$ cat src/rtl/parallel_xnor_sched.sv
// Round-robin scheduler sharing one bitwise XNOR datapath between R requesters,
// with a single-entry registered response and a saturating equal-result counter.

module parallel_gate_xnor #(
    parameter int S = 3
) (
    input  logic [2**S-1:0] in1,
    input  logic [2**S-1:0] in2,
    output logic [2**S-1:0] out
);
    assign out = ~(in1 ^ in2);
endmodule

module parallel_xnor_sched #(
    parameter int S = 3,
    parameter int R = 4
) (
    input  logic                 clk,
    input  logic                 reset,
    input  logic [R-1:0]         req_valid,
    input  logic [R*(2**S)-1:0]  req_a,
    input  logic [R*(2**S)-1:0]  req_b,
    output logic [R-1:0]         req_ready,
    output logic                 rsp_valid,
    input  logic                 rsp_ready,
    output logic [$clog2(R)-1:0] rsp_id,
    output logic [2**S-1:0]      rsp_xnor,
    output logic                 rsp_eq,
    output logic [15:0]          match_cnt
);
    localparam int W   = 2**S;
    localparam int IDW = $clog2(R);

    typedef enum logic {EMPTY, FULL} state_t;

    state_t           state_q, state_d;
    logic [IDW-1:0]   ptr_q, ptr_d;
    logic [IDW-1:0]   rsp_id_q, rsp_id_d;
    logic [W-1:0]     rsp_xnor_q, rsp_xnor_d;
    logic             rsp_eq_q, rsp_eq_d;
    logic [15:0]      match_cnt_q, match_cnt_d;

    logic             acc;
    logic             gnt_any;
    logic [IDW-1:0]   gnt_idx;
    logic             grant;
    logic [W-1:0]     sel_a, sel_b, xnor_out;

    // Rotating priority search: first valid requester at or after ptr, modulo R.
    // NOTE: every variable written here gets a default first, so no latch is inferred.
    always_comb begin
        gnt_any = 1'b0;
        gnt_idx = '0;
        for (int k = 0; k < R; k++) begin
            if (!gnt_any && req_valid[(int'(ptr_q) + k) % R]) begin
                gnt_any = 1'b1;
                gnt_idx = IDW'((int'(ptr_q) + k) % R);
            end
        end
    end

    assign acc       = (state_q == EMPTY) || rsp_ready;
    assign grant     = acc && gnt_any && !reset;
    assign req_ready = grant ? (R'(1) << gnt_idx) : '0;

    assign sel_a = req_a[gnt_idx*W +: W];
    assign sel_b = req_b[gnt_idx*W +: W];

    parallel_gate_xnor #(.S(S)) u_xnor (
        .in1 (sel_a),
        .in2 (sel_b),
        .out (xnor_out)
    );

    always_comb begin
        state_d     = state_q;
        ptr_d       = ptr_q;
        rsp_id_d    = rsp_id_q;
        rsp_xnor_d  = rsp_xnor_q;
        rsp_eq_d    = rsp_eq_q;
        match_cnt_d = match_cnt_q;

        // Count on the outgoing handshake, so a result lost to reset is never counted.
        if (state_q == FULL && rsp_ready && rsp_eq_q && match_cnt_q != 16'hFFFF)
            match_cnt_d = match_cnt_q + 16'd1;

        if (grant) begin
            state_d    = FULL;
            rsp_id_d   = gnt_idx;
            rsp_xnor_d = xnor_out;
            rsp_eq_d   = &xnor_out;
            ptr_d      = (gnt_idx == IDW'(R - 1)) ? '0 : gnt_idx + 1'b1;
        end else if (rsp_ready) begin
            state_d = EMPTY;
        end
    end

    // NOTE: sequential state uses non-blocking assignments so all flops update together.
    always_ff @(posedge clk or posedge reset) begin
        if (reset) begin
            state_q     <= EMPTY;
            ptr_q       <= '0;
            rsp_id_q    <= '0;
            rsp_xnor_q  <= '0;
            rsp_eq_q    <= 1'b0;
            match_cnt_q <= '0;
        end else begin
            state_q     <= state_d;
            ptr_q       <= ptr_d;
            rsp_id_q    <= rsp_id_d;
            rsp_xnor_q  <= rsp_xnor_d;
            rsp_eq_q    <= rsp_eq_d;
            match_cnt_q <= match_cnt_d;
        end
    end

    assign rsp_valid = (state_q == FULL);
    assign rsp_id    = rsp_id_q;
    assign rsp_xnor  = rsp_xnor_q;
    assign rsp_eq    = rsp_eq_q;
    assign match_cnt = match_cnt_q;

endmodule

$ cat config.mk
export PLATFORM = sky130hd
export DESIGN_NAME = parallel_xnor_sched
export DESIGN_NICKNAME = d
export VERILOG_FILES = /design/src/rtl/parallel_xnor_sched.sv
export SDC_FILE = /design/constraint.sdc
export NUM_CORES = 1
export LEC_CHECK = 0
export ABC_AREA = 0
export CORE_ASPECT_RATIO = 0.75
export CORE_MARGIN = 3
export CORE_UTILIZATION = 45
export CTS_CLUSTER_DIAMETER = 150
export DETAILED_ROUTE_END_ITERATION = 8
export DONT_BUFFER_PORTS = 1
export REMOVE_ABC_BUFFERS = 1
export SYNTH_ARGS = -nofsm -noshare
export SYNTH_HDL_FRONTEND = slang
export SYNTH_SLANG_ARGS = --single-unit
export TNS_END_PERCENT = 50
$ cat constraint.sdc
create_clock -name clk -period 2.5 [get_ports clk]
set_input_delay 0.5 -clock clk [delete_from_list [all_inputs] [get_ports clk]]
set_output_delay 0.5 -clock clk [all_outputs]
set_load 0.01 [all_outputs]
==> out/summary.md <==
The flow ran to the end, and the final reports show no timing, DRC or antenna violations. Yosys printed 0 warnings. For the max-slew headroom at the worst pin, the log shows 0.6658. The fraction of layout instances using a drive strength above 1 came out at 0.1193. The first global-routing pass estimated 6727 um of wire. The run gives 0 as the number of hold-slack violations in the final timing report. In this run the cell area measured after placement is 0.002036 mm^2.

Entering global routing, the biggest net connects 20 pins. Each instance of the synthesized netlist takes up on average 9.472 um^2. Setup repair after global routing left no endpoint under its margin.

The critical path ends at req_ready[2]. Static timing analysis puts the maximum clock frequency at 0.4263 GHz. In the post-synthesis netlist, the biggest area contributors are dfrtp_1, xnor2_1, nand2_1, mux2i_1, xor2_1. TritonCTS built the clock tree. The total number of clock tree sinks is 30, and the time the final worst path needs with I/O delays and setup is 2.346 ns. Counting flops with a built-in enable in the synthesized netlist gives 0.

The number of max-cap violations is 0. The signal on the critical path passes through a21oi_1, o21ai_0, a21oi_2, buf_4, ha_1, and2_1. The share of flip-flops with an asynchronous set or reset is 1.000. For the worst voltage drop across the vdd grid, the log shows 0.3050 mV. Routed wire length: 4278 um. The tools report the part of the power in the clock network as 0.229. Kind of path behind the tightest hold check: in -> async.

In this run the horizontal extent of the chip is 82.22 um. The sequential power share is 0.428, and the initial antenna violation count is 0. In the synthesized netlist the dominant register cell turns out to be dfrtp_1.

The arrival time of data at the critical path endpoint is 1.85 ns, and the largest fanout on the critical path is 13. The tree is rooted in a clkbuf_8. Counting cells, the worst reg-to-reg path comes to 7. End of the worst register-to-register path: match_cnt[13]. For this run, the post-layout net count is 295. The largest total area in the synthesized netlist belongs to dfrtp_1. The run gives 0 as the final routed DRC violation total.

The clock arrives with 0.006256 ns of skew. Dividing the detail-routed via count by the number of cells gives 5.418. The via count of the first global-routing pass is 1454.

STA classifies the critical path startpoint as a flip-flop. Starting density of the core: 0.4748. For the leakage component of the power, the log shows 0.9844 nW. The most critical setup path has its startpoint at ptr_q[1]. Row generation in the floorplan step produced 20 rows.

The core region is 0.004129 mm^2. Capturing element type of the critical path: an output port. The first-pass iteration count of the detailed router is 5. The critical path is of the reg -> out type. On the worst path, the slowest cell contributes a delay of 0.45 ns. For the diode insertion count for antenna repair, the log shows 0. At the worst endpoint, the required time is 2.00 ns. The tools report the worst flop-to-flop path startpoint as match_cnt[6].

The logs give 2 for the H-tree level count and 0.27 ns for the insertion delay to the later sink of the worst-skew pair. For the pin with the worst max-slew slack, the measured transition is 0.4995 ns. The combinational power share was 0.343.

Port buffering added 0 buffers. Final weighted congestion in routability-driven placement: 0.7355. The cell with the largest stage delay on the worst path was dfrtp_1. The tools report the internal portion of total power as 0.001032 W. The detail route stage leaves a number of antenna-violating nets equal to 0. In this run, post-CTS repair resized a total of 0 instances.

The tools report the total global-route track usage as 0.1664. The cell count after synthesis was 207; the reg-to-reg setup timing slack was 0.34 ns. The number of top-level design ports was 103.

By instance count, the leading cell after synthesis is nand2_1. The final count of pins violating max slew is 0. The run gives 0.001612 W as the total chip power. In the synthesized netlist, the cells that appear most often are nand2_1, xnor2_1, dfrtp_1. The switching share of power is 0.3598. The share of the clock period used by the worst path is 0.9382. Global routing finished with a remaining overflow of 0. Area share of the largest cell type after synthesis: 0.3829. After routing the design area is 0.002156 mm^2.

The run gives 5 as the total CTS buffers. The die is 63.17 um tall. In this run, the number of DRC markers left after iteration 0 of detailed routing was 33. In this run the deepest clock path goes through 2 buffers. Setup violations remaining at the end of the flow were counted as 0.

The synthesized design contains 30 register bits. The netlist uses 34 different library cells. The synthesized netlist occupies a cell area of 0.001961 mm^2. The area added between synthesis and finish was 9.955%. In the final routed layout, each cell accounts on average for 15.67 um. Power spread over the standard cell area amounts to 747.6 mW/mm^2. The run gives 0.3829 as the sequential share of the synthesized area. The die area is 0.005193 mm^2. The HPWL after detailed placement is 3414 um.

Summed over all nets, the switching power comes to 0.0005798 W. Detailed routing inserted a total of 1479 vias. The clock input transition at the sequential cells of the worst setup and hold paths works out to 0.06 ns.
## sequential cells by signal, summed over array words and instances (netlist names)
| name | cells |
|---|---|
| rsp_id | 2 |
| rsp_valid | 1 |
| rsp_eq | 1 |
| rsp_xnor | 8 |
| match_cnt | 16 |
| ptr_q | 2 |
## power by group through the flow
stage	combinational, W	sequential [W]	clock (W)
6_report	0.000553	0.000689	0.000369
5_1_grt	0.000633	0.000704	0.000398
4_1_cts	0.000536	0.000693	0.000381
3_5_place_dp	0.000515	0.000699	0
3_3_place_gp	0.000492	0.000698	0
2_1_floorplan	0.000410	0.000671	0
## routing by layer
metal | track usage | share of wire | vias to the layer above
li1 | - | - | 716
met1 | 0.1953 | 0.41 | 699
met2 | 0.2930 | 0.50 | 60
met3 | 0.05857 | 0.080 | 4
met4 | 0.02490 | 0.0058 | 0
met5 | 0 | 0 | -
## through the flow
stage | util | TNS [ns] | instances | setup WS (ns) | hold WS [ns]
final | 0.5221 | 0 | 273 | 0.1544 | 0.1131
after global routing | 0.5221 | 0 | 273 | 0.03524 | 0.1551
after CTS | 0.5167 | 0 | 270 | 0.06791 | 0.1226
after detailed placement | 0.4930 | -0.5369 | 262 | -0.2436 | 0.4208
after global placement | 0.4930 | -0.1535 | 262 | -0.07722 | 0.3993
after floorplan | - | 0 | 203 | 0.1003 | 0.5070
## worst min path at each step
stage | cells after the start | start | end
finish | 1 | reset | match_cnt[14]
global placement | 1 | reset | match_cnt[9]
detailed placement | 1 | reset | match_cnt[8]
global route | 1 | reset | match_cnt[7]
floorplan | 2 | rsp_xnor[1] | rsp_xnor[1]
CTS | 1 | reset | match_cnt[9]
## cell type report
| class | count | area (um^2) |
|---|---|---|
| Clock buffer | 6 | 82.58 |
| Fill cell | 389 | 1973 |
| Inverter | 9 | 33.78 |
| Multi-Input combinational cell | 164 | 1152 |
| Sequential cell | 30 | 750.7 |
| Tap cell | 55 | 68.82 |
| Timing Repair Buffer | 9 | 67.56 |
## repair_timing
item,in CTS,in global routing
endpoints found under the setup margin,4,3
pin swaps,1,1
buffers inserted,2,3
hold buffers,0,0
hold endpoints to repair,0,0
## placed cells by master, fill, tap and decap left out, types with 7 or more instances in the layout
cell       n
mux2i_1   12
nand3_1    7
dfrtp_1   30
buf_4      9
xnor2_1   36
nand2_1   39
inv_1      8
o211ai_1   7
xor2_1    11
## critical path, delay by kind of cell (launching register included)
family	cells	cell delay [ns]
AND/OR/NAND/NOR	1	0.18
flip-flops	1	0.45
buffers and inverters	1	0.24
adder cells (fa/ha/maj)	1	0.15
AO/OA/AOI/OAI	3	0.56
## cells by family (layout without fill, tap and decap cells)
logic type	after synthesis	in the layout	synth area share
compound gates	22	22	0.08488
fa+ha+maj	5	5	0.03191
mux	13	13	0.06701
buf+inv	13	24	0.02935
xor+xnor	47	47	0.2100
simple gates	77	77	0.1940
flops	30	30	0.3829
(Power assumes the default switching activity.)
